[config.mk]
export PLATFORM = sky130hd
export DESIGN_NAME = uart_rx_byte_capture
export DESIGN_NICKNAME = d
export VERILOG_FILES = /design/src/rtl/uart_rx_byte_capture.sv
export SDC_FILE = /design/constraint.sdc
export NUM_CORES = 1
export LEC_CHECK = 0
export ABC_AREA = 1
export BUFFER_PORTS_ARGS = -buffer_cell sky130_fd_sc_hd__buf_2
export CAP_MARGIN = 20
export CORE_AREA = 2 2 125 127
export DETAILED_ROUTE_END_ITERATION = 12
export DIE_AREA = 0 0 127 129
export PLACE_DENSITY_LB_ADDON = 0.05
export SETUP_SLACK_MARGIN = 0.02
export SKIP_CTS_REPAIR_TIMING = 1
export SYNTH_ARGS = -nofsm -noshare
export SYNTH_HDL_FRONTEND = slang
export SYNTH_SLANG_ARGS = --single-unit
[constraint.sdc]
create_clock -name system_clock -period 2.9 [get_ports system_clock]
set_clock_uncertainty 0.15 [all_clocks]
set_input_delay 0.29 -clock system_clock [delete_from_list [all_inputs] [get_ports system_clock]]
set_output_delay 0.29 -clock system_clock [all_outputs]
set_load 0.02 [all_outputs]
[src/rtl/uart_rx_byte_capture.sv]
// 8N1 UART receiver with a first-word-fall-through byte FIFO and a valid/ready output.
// Frame errors pulse for one cycle; FIFO drops set a sticky overflow flag.
module uart_rx_byte_capture #(
    parameter int unsigned CLKS_PER_BIT = 868,
    parameter int unsigned FIFO_DEPTH   = 16,
    parameter int unsigned CNT_W        = 5
) (
    input  logic             system_clock,
    input  logic             system_reset_n,
    input  logic             uart_rtl_txd,
    output logic [7:0]       rx_data,
    output logic             rx_valid,
    input  logic             rx_ready,
    output logic             frame_error,
    output logic             overflow,
    input  logic             err_clear,
    output logic [CNT_W-1:0] fifo_count
);

    localparam int unsigned BAUD_W = (CLKS_PER_BIT > 1) ? $clog2(CLKS_PER_BIT) : 1;
    localparam int unsigned PTR_W  = (FIFO_DEPTH > 1) ? $clog2(FIFO_DEPTH) : 1;

    localparam logic [BAUD_W-1:0] HALF_M1 = BAUD_W'(CLKS_PER_BIT / 2 - 1);
    localparam logic [BAUD_W-1:0] FULL_M1 = BAUD_W'(CLKS_PER_BIT - 1);
    localparam logic [CNT_W-1:0]  DEPTH_C = CNT_W'(FIFO_DEPTH);

    localparam logic [2:0] ST_IDLE  = 3'd0;
    localparam logic [2:0] ST_START = 3'd1;
    localparam logic [2:0] ST_DATA  = 3'd2;
    localparam logic [2:0] ST_STOP  = 3'd3;
    localparam logic [2:0] ST_BREAK = 3'd4;

    logic              r_sync;
    logic              r_rxs;
    logic              r_rxs_d;
    logic [2:0]        r_state;
    logic [BAUD_W-1:0] r_baud;
    logic [2:0]        r_bit_idx;
    logic [7:0]        r_shift;
    logic              r_frame_error;
    logic              r_overflow;
    logic [7:0]        r_mem [FIFO_DEPTH];
    logic [PTR_W-1:0]  r_wr_ptr;
    logic [PTR_W-1:0]  r_rd_ptr;
    logic [CNT_W-1:0]  r_count;
    logic [7:0]        r_rx_data;

    logic [2:0]        w_state_d;
    logic [BAUD_W-1:0] w_baud_d;
    logic [2:0]        w_bit_idx_d;
    logic [7:0]        w_shift_d;
    logic              w_push_req;
    logic              w_frame_error_d;
    logic              w_fall;
    logic              w_full;
    logic              w_pop;
    logic              w_push;
    logic              w_drop;
    logic [PTR_W-1:0]  w_rd_ptr_d;
    logic [CNT_W-1:0]  w_count_d;
    logic [7:0]        w_head;

    assign w_fall = r_rxs_d & ~r_rxs;

    always_comb begin
        w_state_d       = r_state;
        w_baud_d        = r_baud;
        w_bit_idx_d     = r_bit_idx;
        w_shift_d       = r_shift;
        w_push_req      = 1'b0;
        w_frame_error_d = 1'b0;
        case (r_state)
            ST_IDLE: begin
                if (w_fall) begin
                    w_baud_d  = '0;
                    w_state_d = ST_START;
                end
            end
            ST_START: begin
                if (r_baud == HALF_M1) begin
                    w_baud_d = '0;
                    if (!r_rxs) begin
                        w_state_d   = ST_DATA;
                        w_bit_idx_d = 3'd0;
                    end else begin
                        w_state_d = ST_IDLE;
                    end
                end else begin
                    w_baud_d = r_baud + 1'b1;
                end
            end
            ST_DATA: begin
                if (r_baud == FULL_M1) begin
                    w_baud_d             = '0;
                    w_shift_d[r_bit_idx] = r_rxs;
                    if (r_bit_idx == 3'd7) begin
                        w_state_d = ST_STOP;
                    end else begin
                        w_bit_idx_d = r_bit_idx + 3'd1;
                    end
                end else begin
                    w_baud_d = r_baud + 1'b1;
                end
            end
            ST_STOP: begin
                if (r_baud == FULL_M1) begin
                    w_baud_d        = '0;
                    w_push_req      = r_rxs;
                    w_frame_error_d = ~r_rxs;
                    w_state_d       = r_rxs ? ST_IDLE : ST_BREAK;
                end else begin
                    w_baud_d = r_baud + 1'b1;
                end
            end
            ST_BREAK: begin
                if (r_rxs) begin
                    w_state_d = ST_IDLE;
                end
            end
            default: w_state_d = ST_IDLE;
        endcase
    end

    // A push into a full FIFO survives only when the head is popped on the same edge.
    assign w_full     = (r_count == DEPTH_C);
    assign w_pop      = rx_valid & rx_ready;
    assign w_push     = w_push_req & (~w_full | w_pop);
    assign w_drop     = w_push_req & w_full & ~w_pop;
    assign w_rd_ptr_d = w_pop ? r_rd_ptr + 1'b1 : r_rd_ptr;
    assign w_count_d  = r_count + CNT_W'(w_push) - CNT_W'(w_pop);

    // The next head is the byte being written when it lands in the slot the head moves to.
    always_comb begin
        w_head = r_mem[w_rd_ptr_d];
        if (w_push && (r_wr_ptr == w_rd_ptr_d)) begin
            w_head = r_shift;
        end
    end

    always_ff @(posedge system_clock) begin
        if (w_push) begin
            r_mem[r_wr_ptr] <= r_shift;
        end
    end

    always_ff @(posedge system_clock) begin
        if (!system_reset_n) begin
            r_sync        <= 1'b1;
            r_rxs         <= 1'b1;
            r_rxs_d       <= 1'b1;
            r_state       <= ST_IDLE;
            r_baud        <= '0;
            r_bit_idx     <= 3'd0;
            r_shift       <= 8'h00;
            r_frame_error <= 1'b0;
            r_overflow    <= 1'b0;
            r_wr_ptr      <= '0;
            r_rd_ptr      <= '0;
            r_count       <= '0;
            r_rx_data     <= 8'h00;
        end else begin
            r_sync        <= uart_rtl_txd;
            r_rxs         <= r_sync;
            r_rxs_d       <= r_rxs;
            r_state       <= w_state_d;
            r_baud        <= w_baud_d;
            r_bit_idx     <= w_bit_idx_d;
            r_shift       <= w_shift_d;
            r_frame_error <= w_frame_error_d;
            r_overflow    <= w_drop | (r_overflow & ~err_clear);
            r_wr_ptr      <= w_push ? r_wr_ptr + 1'b1 : r_wr_ptr;
            r_rd_ptr      <= w_rd_ptr_d;
            r_count       <= w_count_d;
            if (w_count_d != '0) begin
                r_rx_data <= w_head;
            end
        end
    end

    assign rx_data     = r_rx_data;
    assign rx_valid    = (r_count != '0);
    assign frame_error = r_frame_error;
    assign overflow    = r_overflow;
    assign fifo_count  = r_count;

endmodule

After elaboration in Yosys (flattened, before gate mapping). Memory sizes are Yosys's and may differ from the RTL's. A register that Yosys moved wholly into a read port is not among the register bits. Index checks and enable logic that the tools add are counted.

Memories: 1. Flip-flop bits (word level): 42. Output and inout port bits: 16. RAM bits: 128.

Memories: r_mem (depth 16, width 8, read ports 1, clocked after Yosys merged registers in 1, write ports 1, RTL line 42) `logic [7:0] r_mem [FIFO_DEPTH];`.

Mux-type cells: 26. Bitwise operators: 12. Add/sub/neg operators: 6. Order comparisons: 2. Reductions and logical operators: 13. Eq/ne operators: 16.

Operators by type and width (number): $mux W3 (11); $mux W10 (3); $pmux W10 S3 (1); $ne A2 B2 Y1 const B (8); $pmux W3 S5 (1); $add A10 B1 Y10 const B (1); $eq A10 B10 Y1 const B (1); $eq A10 B9 Y1 const B (1); $reduce_bool A5 Y1 (2); $add A4 B1 Y4 const B (2); $bwmux W8 (1); $and A1 B1 Y1 (6); $eq A3 B2 Y1 const B (2); $eq A3 B3 Y1 const B (2); $pmux W3 S2 (1); $reduce_and A6 Y1 (1); $add A5 B1 Y5 (1); $eq A5 B5 Y1 const B (1); $mux W1 (5); $reduce_and A5 Y1 (1); $sub A5 B1 Y5 (1); $lt A3 B4 Y1 const B (1); $mux W4 (1); $not A1 Y1 (4); other kinds (14) (16).

Longest topological paths before layout. Gate-level depths: netlist (run 1).

Depth in word-level cells: 7. Mapped depth: 23.

Worst setup path before layout (run 1). No wires, ideal clock.

Path type: reg-to-reg. Start point: reg r_count[2], in the netlist fifo_count[2]. End point: reg r_rx_data[1], in the netlist rx_data[1] (read register of r_mem). Slack: -403 ps. Cell stages (with the launch flop): 22. Data arrival time: 3020 ps. Period minus slack after synthesis: 3303 ps. Path buffers: 1. Path through: dfxtp_1 > inv_1 > ha_1 > nand3_4 > nand2_4 > nor2_1 > inv_1 > o21ai_0 > ha_1 > inv_1 > fa_1 > inv_1 > a21oi_1 > nor2_1 > nor2_1 > xor2_1 > nand3_1 > inv_1 > clkbuf_1 > nor2_1 > nand2_1 > a21oi_1.

Cells in the longest elaborated chain, start to end: 7.

Ends and longest elaborated chain: start, declared (RTL line 45) `logic [CNT_W-1:0] r_count;`; start signal, assigned (RTL line 173) `r_count <= w_count_d;`; $reduce_bool A5 Y1 * (RTL line 181) `assign rx_valid = (r_count != '0);`; named net rx_valid (RTL line 12) `output logic rx_valid,`; $and A1 B1 Y1 * (RTL line 126) `assign w_pop = rx_valid & rx_ready;`; $or A1 B1 Y1 (RTL line 127) `assign w_push = w_push_req & (~w_full | w_pop);`; $and A1 B1 Y1 (RTL line 127); $add A5 B1 Y5 (RTL line 130) `assign w_count_d = r_count + CNT_W'(w_push) - CNT_W'(w_pop);`; $sub A5 B1 Y5 (RTL line 130); $reduce_bool A5 Y1 (RTL line 174) `if (w_count_d != '0) begin`; end, declared (RTL line 46) `logic [7:0] r_rx_data;`.

The timed path passes the listed nets; every way through them passes the cells marked *. A chain may end at the register's enable or synchronous reset.

Final worst setup path (run 1).
Start point: reg r_baud[3]. End point: reg r_rx_data[2], in the netlist rx_data[2] (read register of r_mem).

Cells in the longest elaborated chain, start to end: 7.

Ends and longest elaborated chain: start, declared (RTL line 37) `logic [BAUD_W-1:0] r_baud;`; start signal, assigned (RTL line 166) `r_baud <= w_baud_d;`; $eq A10 B10 Y1 (RTL line 106) `if (r_baud == FULL_M1) begin`; $mux W1 (RTL line 106); $mux W1 (RTL line 72) `case (r_state)`; $and A1 B1 Y1 (RTL line 127); $add A5 B1 Y5 (RTL line 130); $sub A5 B1 Y5 (RTL line 130); $reduce_bool A5 Y1 (RTL line 174).

No other way between the ends.

==> results of run 1 <==
-- logic make-up after synthesis --
| group | count (synthesis) | share of synthesized area, % |
|---|---|---|
| buf+inv | 181 | 8.71 |
| xor+xnor | 10 | 1.05 |
| flops | 178 | 58.2 |
| fa+ha+maj | 15 | 2.34 |
| compound gates | 56 | 3.77 |
| simple gates | 443 | 25.9 |
-- flip-flops by register name, indices dropped and copies added (netlist names) --
name         flops
r_shift          8
fifo_count       5
r_baud          10
r_rxs_d          1
r_bit_idx        3
r_sync           1
r_mem          128
r_rxs            1
r_state          3
frame_error      1
r_rd_ptr         4
overflow         1
r_wr_ptr         4
rx_data          8
-- through the flow --
| step | power (mW) | setup TNS [ns] | hold slack (ns) | worst slack, ns |
|---|---|---|---|---|
| global route | 9.24 | -2.20 | 0.0745 | -0.294 |
| global placement | 6.28 | 0 | 0.255 | 0.00545 |
| detailed placement | 6.35 | -0.978 | 0.256 | -0.153 |
| floorplan | 5.42 | 0 | 0.243 | 0.0250 |
| finish | 8.69 | -0.535 | 0.0571 | -0.0976 |
| CTS | 8.56 | -1.14 | -0.118 | -0.171 |
-- where the power goes --
part	internal (mW)	leakage (nW)	switching, mW
registers	2.83	1.75	0.0989
logic	1.21	2.03	2.32
clock network	1.26	0.259	0.954
-- worst paths after layout --
check / cells past startpoint / slack (ns) / to
max: 20 / -0.1 / rx_data[2]$_SDFFE_PN0P_
min reg2reg: 1 / 0.27 / r_rxs$_SDFF_PN1_
max reg2reg: 20 / -0.1 / rx_data[2]$_SDFFE_PN0P_
min: 2 / 0.06 / r_rxs_d$_SDFF_PN1_
-- critical path, stage by stage, from the launching register on --
cell     delay, ns
dfxtp_2       0.33
nor2_4        0.12
nand3_2       0.08
nor2_2        0.14
nand3_2       0.14
nor2_4        0.12
inv_2         0.05
o21ai_2       0.11
ha_2          0.20
inv_2         0.04
fa_2          0.37
inv_2         0.07
a21oi_2       0.05
nor2_1        0.08
nor2_1        0.05
xor2_1        0.21
nand3_2       0.19
inv_4         0.14
nor2_1        0.06
nand2_1       0.07
a21oi_1       0.07
-- Yosys cell counts, types with 7 or more instances --
master	count
nand3_1	163
inv_1	142
nand2_1	138
edfxtp_1	128
nor2_1	69
dfxtp_1	50
a21oi_1	31
nand3b_1	31
ha_1	14
o21ai_0	12
clkbuf_1	11
buf_2	10
nor3_1	10
inv_2	7
-- cell usage in the layout, fill, tap and decap left out, types with 6 or more instances in the layout --
master      synthesis  final
ha_1               14     11
a21oi_1            31     29
xor2_1              6      6
inv_1             142    136
o21ai_0            12     10
dfxtp_1            50     43
buf_2              10     20
nor3_1             10      9
inv_2               7     12
nand3_2             4      6
nand3_1           163    161
nand2_1           138    138
edfxtp_1          128    128
nor2_1             69     66
clkinvlp_4          0      6
clkbuf_16           0     17
nand3b_1           31     31
nor2_4              5      7
buf_4               1     53
-- area by class of cell --
class / count / share of cell area [%]
tap: 188 / 2.44
multi-input combinational: 524 / 29.5
clock buffer: 19 / 4.50
timing repair buffer: 77 / 5.71
sequential: 178 / 50.5
timing repair inverter: 1 / 0.0780
clock inverter: 13 / 1.43
inverter: 149 / 5.84
-- per-layer routing --
layer  wire [µm]  track usage, %  vias to the layer above
met1        8620            33.8                     2938
met4         528            11.3                        0
met2        9120            39.4                      212
met5           0               0                        -
li1            -               -                     3059
met3        1230            4.24                       32
==> impl_metrics.py, run 1 <==
metrics = {
    "detailed_routing": {
        "drcViolationCount": 0,
        "drtIter0Drc": 686,
        "routed_via_density": 5.43,
        "postRouteAntennaNets": 0,
        "wl_mm": 19.5,
        "first_pass_iters": 6,
        "post_drt_wl_per_cell_um": 17.0,
        "num_vias": 6241,
    },
    "sta": {
        "setup_slack_ns": -0.0976,
        "worst_pin_slew_ns": 1.07,
        "hold_viol_final": 0,
        "rsz0062_at_grt": "yes",
        "fin_crit_sh_pct": 103,
        "setup_viol": 8,
        "maxSlewViolCount": 0,
        "slew-limit-headroom_pct": 28.7,
        "period_needed_ns": 3.00,
        "fmax_mhz": 334,
    },
    "power_and_ir_drop": {
        "powerDensity_nw_per_um2": 903,
        "p_leak_nw": 4.03,
        "vdd_drop_max_mv": 0.504,
    },
    "synthesis": {
        "synth-seq-cells": 178,
        "ys_seq_area_share_pct": 58.2,
        "syn-cell-area_um2": 8330,
        "synth.largest_area_cell": "edfxtp_1",
        "yosys-top-cells-area": "edfxtp_1, dfxtp_1, nand3_1",
        "synth-edff-count": 128,
        "postSynthCellCount": 883,
        "synthFlopType": "edfxtp_1",
        "post_synth.cell_area_avg_um2": 9.43,
        "async_reset_ff_share_pct": 0,
        "synth_cell_types": 39,
        "ys_warn_count": 0,
        "netlist.area_leader.share_pct": 46.2,
        "synth_nets": 903,
    },
    "place": {
        "gp_congestion": 0.883,
        "place_area_um2": 8940,
        "numPlacedInstances": 1110,
        "portBuffers": 20,
        "hpwl_mm": 12.6,
    },
    "clock_network": {
        "clk_pin_slew_ns": 0.06,
        "cts.sinks": 178,
        "clk_latency_ns": 0.43,
        "clk_path_buf_depth": 2,
        "root_buffer": "clkbuf_16",
        "cts_buffers": 17,
        "cts_tree": "done",
        "htreeDepth": 4,
    },
    "global_routing": {
        "grt_pass1_vias": 5955,
        "antenna_found_initial": 0,
        "grt_overflow": 0,
        "track_usage_pct": 24.8,
        "grt_max_degree": 67,
        "grt_pass1_wl_mm": 30.7,
    },
    "worst_hold_path": {
        "worstHoldStart": "system_reset_n",
        "min_path_type": "in2reg",
    },
    "floorplanning": {
        "core_area_um2": 15000,
        "die_w_um": 127,
        "die_y_um": 129,
        "initial_utilization_pct": 55.6,
        "row_count": 45,
        "die-area_um2": 16400,
        "ios": 21,
    },
    "critical_path": {
        "crit_start": "r_baud[3]$_SDFFE_PN0P_",
        "cp_data_arrival_time_ns": 3.11,
        "cp.required_ns": 3.01,
        "crit_fanout": 7,
        "cp-start-kind": "flip-flop",
        "r2r-start": "r_baud[3]$_SDFFE_PN0P_",
        "worstSetupPathType": "reg2reg",
        "critPathCaptureType": "flip-flop",
    },
    "run_status": {
        "violations": "negative setup slack",
        "status": "finished, violations left",
    },
    "job": {
        "cap_violations": 0,
    },
    "layout": {
        "multi_input_comb_area_um2": 2840,
        "final_layout_size_suffix_gt1_share_pct": 17.1,
        "regArea_um2": 4860,
        "fin_util_pct": 64.2,
        "num-fill-cells": 1225,
        "stdcell_count": 1149,
        "fin_nets": 968,
        "final_cell_area_um2": 9620,
        "antenna_cells": 0,
        "syn2layout_area_growth_pct": 15.5,
    },
}
Note: power is estimated with default switching activity, not from simulation.
==> run 2, diff against run 1 <==
--- a/config.mk
+++ b/config.mk
@@ -5,12 +5,13 @@
 export SDC_FILE = /design/constraint.sdc
 export NUM_CORES = 1
 export LEC_CHECK = 0
-export ABC_AREA = 1
+export ABC_AREA = 0
 export BUFFER_PORTS_ARGS = -buffer_cell sky130_fd_sc_hd__buf_2
 export CAP_MARGIN = 20
-export CORE_AREA = 2 2 125 127
+export CORE_AREA = 2 2 126 128
+export CTS_BUF_LIST = sky130_fd_sc_hd__clkbuf_8
 export DETAILED_ROUTE_END_ITERATION = 12
-export DIE_AREA = 0 0 127 129
+export DIE_AREA = 0 0 128 130
 export PLACE_DENSITY_LB_ADDON = 0.05
 export SETUP_SLACK_MARGIN = 0.02
 export SKIP_CTS_REPAIR_TIMING = 1
==> run 2 against run 1 <==
  * Routed wire length grew 11%
  * Hold slack better by 0.0024 ns
  * Critical path type unchanged
  * Final area rose by 5.5%
  * First-iteration DRC count down 14%
  * Worst setup slack worse by 0.45 ns
  * Die area grew 1.6%
  * The run still ends with negative setup slack left
  * Flip-flop and latch count stayed put
  * Sequential share of layout area decreased by 2.6 points
==> impl_metrics.py, run 2 <==
metrics = {
    "run_status": {
        "status": "finished, violations left",
        "violations": "negative setup slack",
    },
    "detailed_routing": {
        "wl_mm": 21.6,
        "drtIter0Drc": 589,
        "routed_via_density": 6.29,
        "first_pass_iters": 5,
        "postRouteAntennaNets": 0,
        "drcViolationCount": 0,
        "post_drt_wl_per_cell_um": 22.1,
        "num_vias": 6160,
    },
    "floorplanning": {
        "ios": 21,
        "row_count": 46,
        "core_area_um2": 15400,
        "die_y_um": 130,
        "die-area_um2": 16600,
        "die_w_um": 128,
        "initial_utilization_pct": 57.7,
    },
    "power_and_ir_drop": {
        "p_leak_nw": 3.68,
        "total_power_mw": 7.88,
        "powerDensity_nw_per_um2": 777,
        "vdd_drop_max_mv": 0.411,
    },
    "layout": {
        "layout_commonest_cell": "edfxtp_1",
        "stdcell_count": 979,
        "antenna_cells": 0,
        "reg.largest.list": "r_mem x128, r_baud x10",
        "final_cell_mix": "edfxtp_1, buf_4, mux2i_1",
        "largest_reg_flops": 128,
        "final_cell_area_um2": 10100,
        "final_layout_size_suffix_gt1_share_pct": 27.8,
        "top_register": "r_mem",
        "num-fill-cells": 1183,
        "fin_nets": 794,
        "syn2layout_area_growth_pct": 14.0,
    },
    "synthesis": {
        "post_synth.cell_area_avg_um2": 12.7,
        "ys_warn_count": 0,
        "synth.largest_area_cell": "edfxtp_1",
        "yosys-top-cells-count": "edfxtp_1, nor2_1, mux2i_1",
        "ys_seq_area_share_pct": 54.4,
        "synth-edff-count": 128,
        "async_reset_ff_share_pct": 0,
        "synthFlopType": "edfxtp_1",
        "synth-seq-cells": 178,
        "postSynthCellCount": 699,
        "synth_most_common_cell": "edfxtp_1",
        "synth_cell_types": 62,
        "yosys-top-cells-area": "edfxtp_1, dfxtp_1, mux4_2",
        "syn-cell-area_um2": 8900,
        "synth_nets": 719,
        "netlist.area_leader.share_pct": 43.2,
    },
    "clock_network": {
        "root_buffer": "clkbuf_8",
        "htreeDepth": 4,
        "cts.sinks": 178,
        "cts_tree": "done",
        "clk_latency_ns": 0.47,
        "cts_buffers": 17,
        "clk_path_buf_depth": 2,
        "clk_pin_slew_ns": 0.09,
    },
    "place": {
        "numPlacedInstances": 945,
        "hpwl_mm": 14.9,
        "place_area_um2": 9700,
        "gp_congestion": 0.895,
        "portBuffers": 20,
    },
    "sta": {
        "worst_pin_slew_ns": 0.976,
        "setup_slack_ns": -0.552,
        "maxSlewViolCount": 0,
        "period_needed_ns": 3.45,
        "fin_crit_sh_pct": 119,
        "fmax_mhz": 290,
        "setup_viol": 10,
        "hold-worst-slack_ns": 0.0595,
        "rsz0062_at_grt": "yes",
        "hold_viol_final": 0,
        "slew-limit-headroom_pct": 33.2,
    },
    "global_routing": {
        "antenna_found_initial": 0,
        "track_usage_pct": 27.1,
        "grt_max_degree": 45,
        "grt_pass1_wl_mm": 33.2,
        "grt_overflow": 0,
        "grt_pass1_vias": 6058,
    },
    "critical_path": {
        "cp-start-kind": "flip-flop",
        "cp_data_arrival_time_ns": 3.66,
        "path_cells": "or3b_4 > or4b_4 > nor3_4 > a21o_1 > ha_2 > inv_2 > fa_2 > nand2b_4 > a21oi_2 > nor2_1 > xnor2_1 > nand3_1 > buf_6 > o21ai_0 > a31oi_1",
        "crit_fanout": 15,
        "cp.required_ns": 3.11,
        "critPathCaptureType": "flip-flop",
        "cpPeakStageDelay_ns": 0.56,
        "reg2reg_depth": 15,
        "worstSetupPathType": "reg2reg",
        "slowest_stage": "or4b_4",
    },
    "worst_hold_path": {
        "hold_path_depth": 2,
        "min_path_type": "in2reg",
    },
    "job": {
        "cap_violations": 0,
    },
}
run 2: cell count changes after synthesis, sizes merged, moves of 9 or more:
cell / change
mux4: +36
nand3b: -25
nor2: -10
or3: +10
mux2: +9
clkbuf: +11
a31oi: +15
nand3: -144
mux2i: +64
a21o: +10
nand2: -112
inv: -130
run 2: routing by layer:
metal  global-route usage (%)  wire length (µm)  vias up
li1                         -                 -     2832
met1                     37.8              9390     3074
met2                     42.5             10300      219
met3                     5.70              1380       35
met4                     9.95               583        0
met5                        0                 0        -
run 2: final cells by class:
type	instances	area, µm²	area share (%)
Timing Repair Buffer	98	758	7.47
Inverter	20	75.1	0.740
Tap cell	192	240	2.37
Clock inverter	15	119	1.17
Sequential cell	178	4860	47.9
Multi-Input combinational cell	459	3860	38.1
Clock buffer	17	234	2.31
run 2: where the power goes:
group / internal [mW] / total (mW) / switching, mW
Combinational: 1.62 / 3.45 / 1.82
Sequential: 2.80 / 2.88 / 0.0787
Clock: 0.667 / 1.56 / 0.890
run 2: critical path: cells and delay by family, from the launching register on:
kind | cells | cell delay (ns)
AO/OA/AOI/OAI | 4 | 0.48
XOR/XNOR | 1 | 0.19
adder cells (fa/ha/maj) | 2 | 0.56
buffers and inverters | 2 | 0.21
flip-flops | 1 | 0.34
AND/OR/NAND/NOR | 6 | 1.40
run 2: cells by family (layout without fill, tap and decap cells):
group | after synthesis | in the layout | share of synthesized area, %
fa+ha+maj | 15 | 15 | 2.19
simple gates | 201 | 201 | 11.8
flops | 178 | 178 | 54.4
xor+xnor | 20 | 20 | 2.14
mux | 109 | 109 | 17.4
buf+inv | 62 | 150 | 3.32
compound gates | 114 | 114 | 8.71
run 2: final timing paths:
kind	start	end	slack, ns
min reg2reg	r_sync$_SDFF_PN1_	r_rxs$_SDFF_PN1_	0.26
max reg2reg	r_baud[8]$_SDFFE_PN0P_	rx_data[5]$_SDFFE_PN0P_	-0.55
min	system_reset_n	r_rxs$_SDFF_PN1_	0.06
max	r_baud[8]$_SDFFE_PN0P_	rx_data[5]$_SDFFE_PN0P_	-0.55
run 2: stage by stage:
step | setup WS (ns) | setup TNS, ns | utilization, %
floorplan | -0.511 | -3.62 | -
global placement | -0.394 | -3.19 | 62.9
detailed placement | -0.584 | -5.67 | 62.9
CTS | -0.602 | -6.49 | 65.2
global route | -0.674 | -5.88 | 65.8
finish | -0.552 | -4.41 | 65.8
==> run 3, diff against run 2 <==
--- a/config.mk
+++ b/config.mk
@@ -8,10 +8,10 @@
 export ABC_AREA = 0
 export BUFFER_PORTS_ARGS = -buffer_cell sky130_fd_sc_hd__buf_2
 export CAP_MARGIN = 20
-export CORE_AREA = 2 2 126 128
+export CORE_AREA = 2 2 125 127
 export CTS_BUF_LIST = sky130_fd_sc_hd__clkbuf_8
 export DETAILED_ROUTE_END_ITERATION = 12
-export DIE_AREA = 0 0 128 130
+export DIE_AREA = 0 0 127 129
 export PLACE_DENSITY_LB_ADDON = 0.05
 export SETUP_SLACK_MARGIN = 0.02
 export SKIP_CTS_REPAIR_TIMING = 1
==> constraint.sdc (replaced) <==
create_clock -name system_clock -period 4.4 [get_ports system_clock]
set_clock_uncertainty 0.15 [all_clocks]
set_input_delay 0.44 -clock system_clock [delete_from_list [all_inputs] [get_ports system_clock]]
set_output_delay 0.44 -clock system_clock [all_outputs]
set_load 0.02 [all_outputs]
==> run 3 against run 2 <==
  * The run now ends clean
  * Core utilization fell by 2.2 points
  * Cell count fell by 7.3%
  * Non-clock buffer count fell by 67
  * Critical endpoint is now rx_data[1]$_SDFFE_PN0P_
==> impl_metrics.py, run 3 (same netlist as run 2, synthesis figures left out) <==
metrics = {
    "detailed_routing": {
        "drtIter0Drc": 563,
        "drcViolationCount": 0,
        "wl_mm": 20.6,
        "post_drt_wl_per_cell_um": 22.7,
        "first_pass_iters": 5,
        "routed_via_density": 6.38,
        "num_vias": 5795,
        "postRouteAntennaNets": 0,
    },
    "global_routing": {
        "antenna_found_initial": 0,
        "grt_overflow": 0,
        "grt-busiest-layer": "met2",
        "grt_pass1_vias": 5737,
        "grt_pass1_wl_mm": 32.0,
        "use_met3_pct": 5.61,
        "track_usage_pct": 26.4,
        "grt_use_met2_pct": 42.1,
        "grtUsageMet1_pct": 36.3,
        "grt_max_degree": 49,
    },
    "run_status": {
        "status": "finished, final reports clean",
    },
    "critical_path": {
        "cp_data_arrival_time_ns": 4.25,
        "crit_fanout": 15,
        "critPathCaptureType": "flip-flop",
        "cp-start-kind": "flip-flop",
        "worstSetupPathType": "reg2reg",
        "cp.required_ns": 4.59,
    },
    "clock_network": {
        "root_buffer": "clkbuf_8",
        "htreeDepth": 4,
        "clk_path_buf_depth": 2,
        "cts.sinks": 178,
        "clk_pin_slew_ns": 0.10,
        "cts_tree": "done",
        "clk_latency_ns": 0.48,
        "cts_buffers": 17,
    },
    "layout": {
        "syn2layout_area_growth_pct": 6.96,
        "final_cell_area_um2": 9520,
        "num-fill-cells": 1137,
        "multi_input_comb_area_um2": 3770,
        "stdcell_count": 908,
        "fin_util_pct": 63.6,
        "regArea_um2": 4850,
        "final_cell_mix": "edfxtp_1, nor2_1, mux2i_1",
        "reg.largest.list": "r_mem x128, r_baud x10",
        "antenna_cells": 0,
        "top_register": "r_mem",
        "final_layout_size_suffix_gt1_share_pct": 18.2,
        "fin_nets": 727,
        "layout_commonest_cell": "edfxtp_1",
        "largest_reg_flops": 128,
    },
    "floorplanning": {
        "ios": 21,
        "row_count": 45,
        "core_area_um2": 15000,
        "initial_utilization_pct": 59.4,
        "die_y_um": 129,
        "die-area_um2": 16400,
        "die_w_um": 127,
    },
    "sta": {
        "maxSlewViolCount": 0,
        "rsz0062_at_grt": "no",
        "worst_pin_slew_ns": 0.991,
        "period_needed_ns": 4.06,
        "slew-limit-headroom_pct": 33.7,
        "setup_slack_ns": 0.337,
        "fin_crit_sh_pct": 92.3,
        "hold_viol_final": 0,
        "setup_viol": 0,
        "fmax_mhz": 246,
        "setup_tns_ns": 0,
        "hold-worst-slack_ns": 0.121,
    },
    "place": {
        "hpwl_mm": 13.6,
        "place_area_um2": 9110,
        "portBuffers": 20,
        "gp_congestion": 0.918,
        "place_worst_setup_slack_ns": 0.372,
        "numPlacedInstances": 875,
    },
    "power_and_ir_drop": {
        "p_leak_nw": 3.31,
        "total_power_mw": 4.98,
        "powerDensity_nw_per_um2": 523,
        "vdd_drop_max_mv": 0.354,
    },
    "job": {
        "cap_violations": 0,
    },
    "worst_hold_path": {
        "min_path_type": "in2reg",
    },
}
## run 3: cell types whose count changed in the layout (fill, tap and decap cells not counted), sizes merged
cell,previous run,this run
buf,96,30
clkinv,6,5
clkinvlp,5,1
dlygate4sd3,2,1
inv,23,28
## run 3: cell type report
type / count / area share (%)
sequential: 178 / 50.9
multi-input combinational: 459 / 39.6
tap: 188 / 2.47
clock inverter: 15 / 1.73
timing repair buffer: 31 / 2.08
clock buffer: 17 / 2.46
inverter: 20 / 0.788
## run 3: critical path, stage by stage, from the launching register on
cell and delay (ns):
dfxtp_1 0.37, or3b_1 0.42, or4b_4 0.61, nor3_1 0.23, a21o_1 0.14, ha_1 0.17
inv_1 0.06, fa_1 0.38, nand2b_1 0.16, a21oi_1 0.14, nor2_1 0.06, xnor2_1 0.22
nand3_1 0.39, o21ai_0 0.34, a31oi_1 0.08
## run 3: routing by layer
metal / share of wire, % / vias to the layer above
met3: 7.2 / 29
li1: - / 2705
met2: 48 / 207
met5: 0 / -
met4: 2.4 / 0
met1: 42 / 2854
## run 3: final timing paths
path	start	end	slack, ns	cells past startpoint
max	r_baud[2]$_SDFFE_PN0P_	rx_data[1]$_SDFFE_PN0P_	0.34	14
min	err_clear	overflow$_SDFF_PN0_	0.12	4
max reg2reg	r_baud[2]$_SDFFE_PN0P_	rx_data[1]$_SDFFE_PN0P_	0.34	14
min reg2reg	r_sync$_SDFF_PN1_	r_rxs$_SDFF_PN1_	0.27	1
## run 3: power by group
part | leakage [nW] | switching (mW) | internal, mW
clock network | 0.202 | 0.659 | 0.476
registers | 1.59 | 0.0785 | 1.84
logic | 1.52 | 1.08 | 0.843
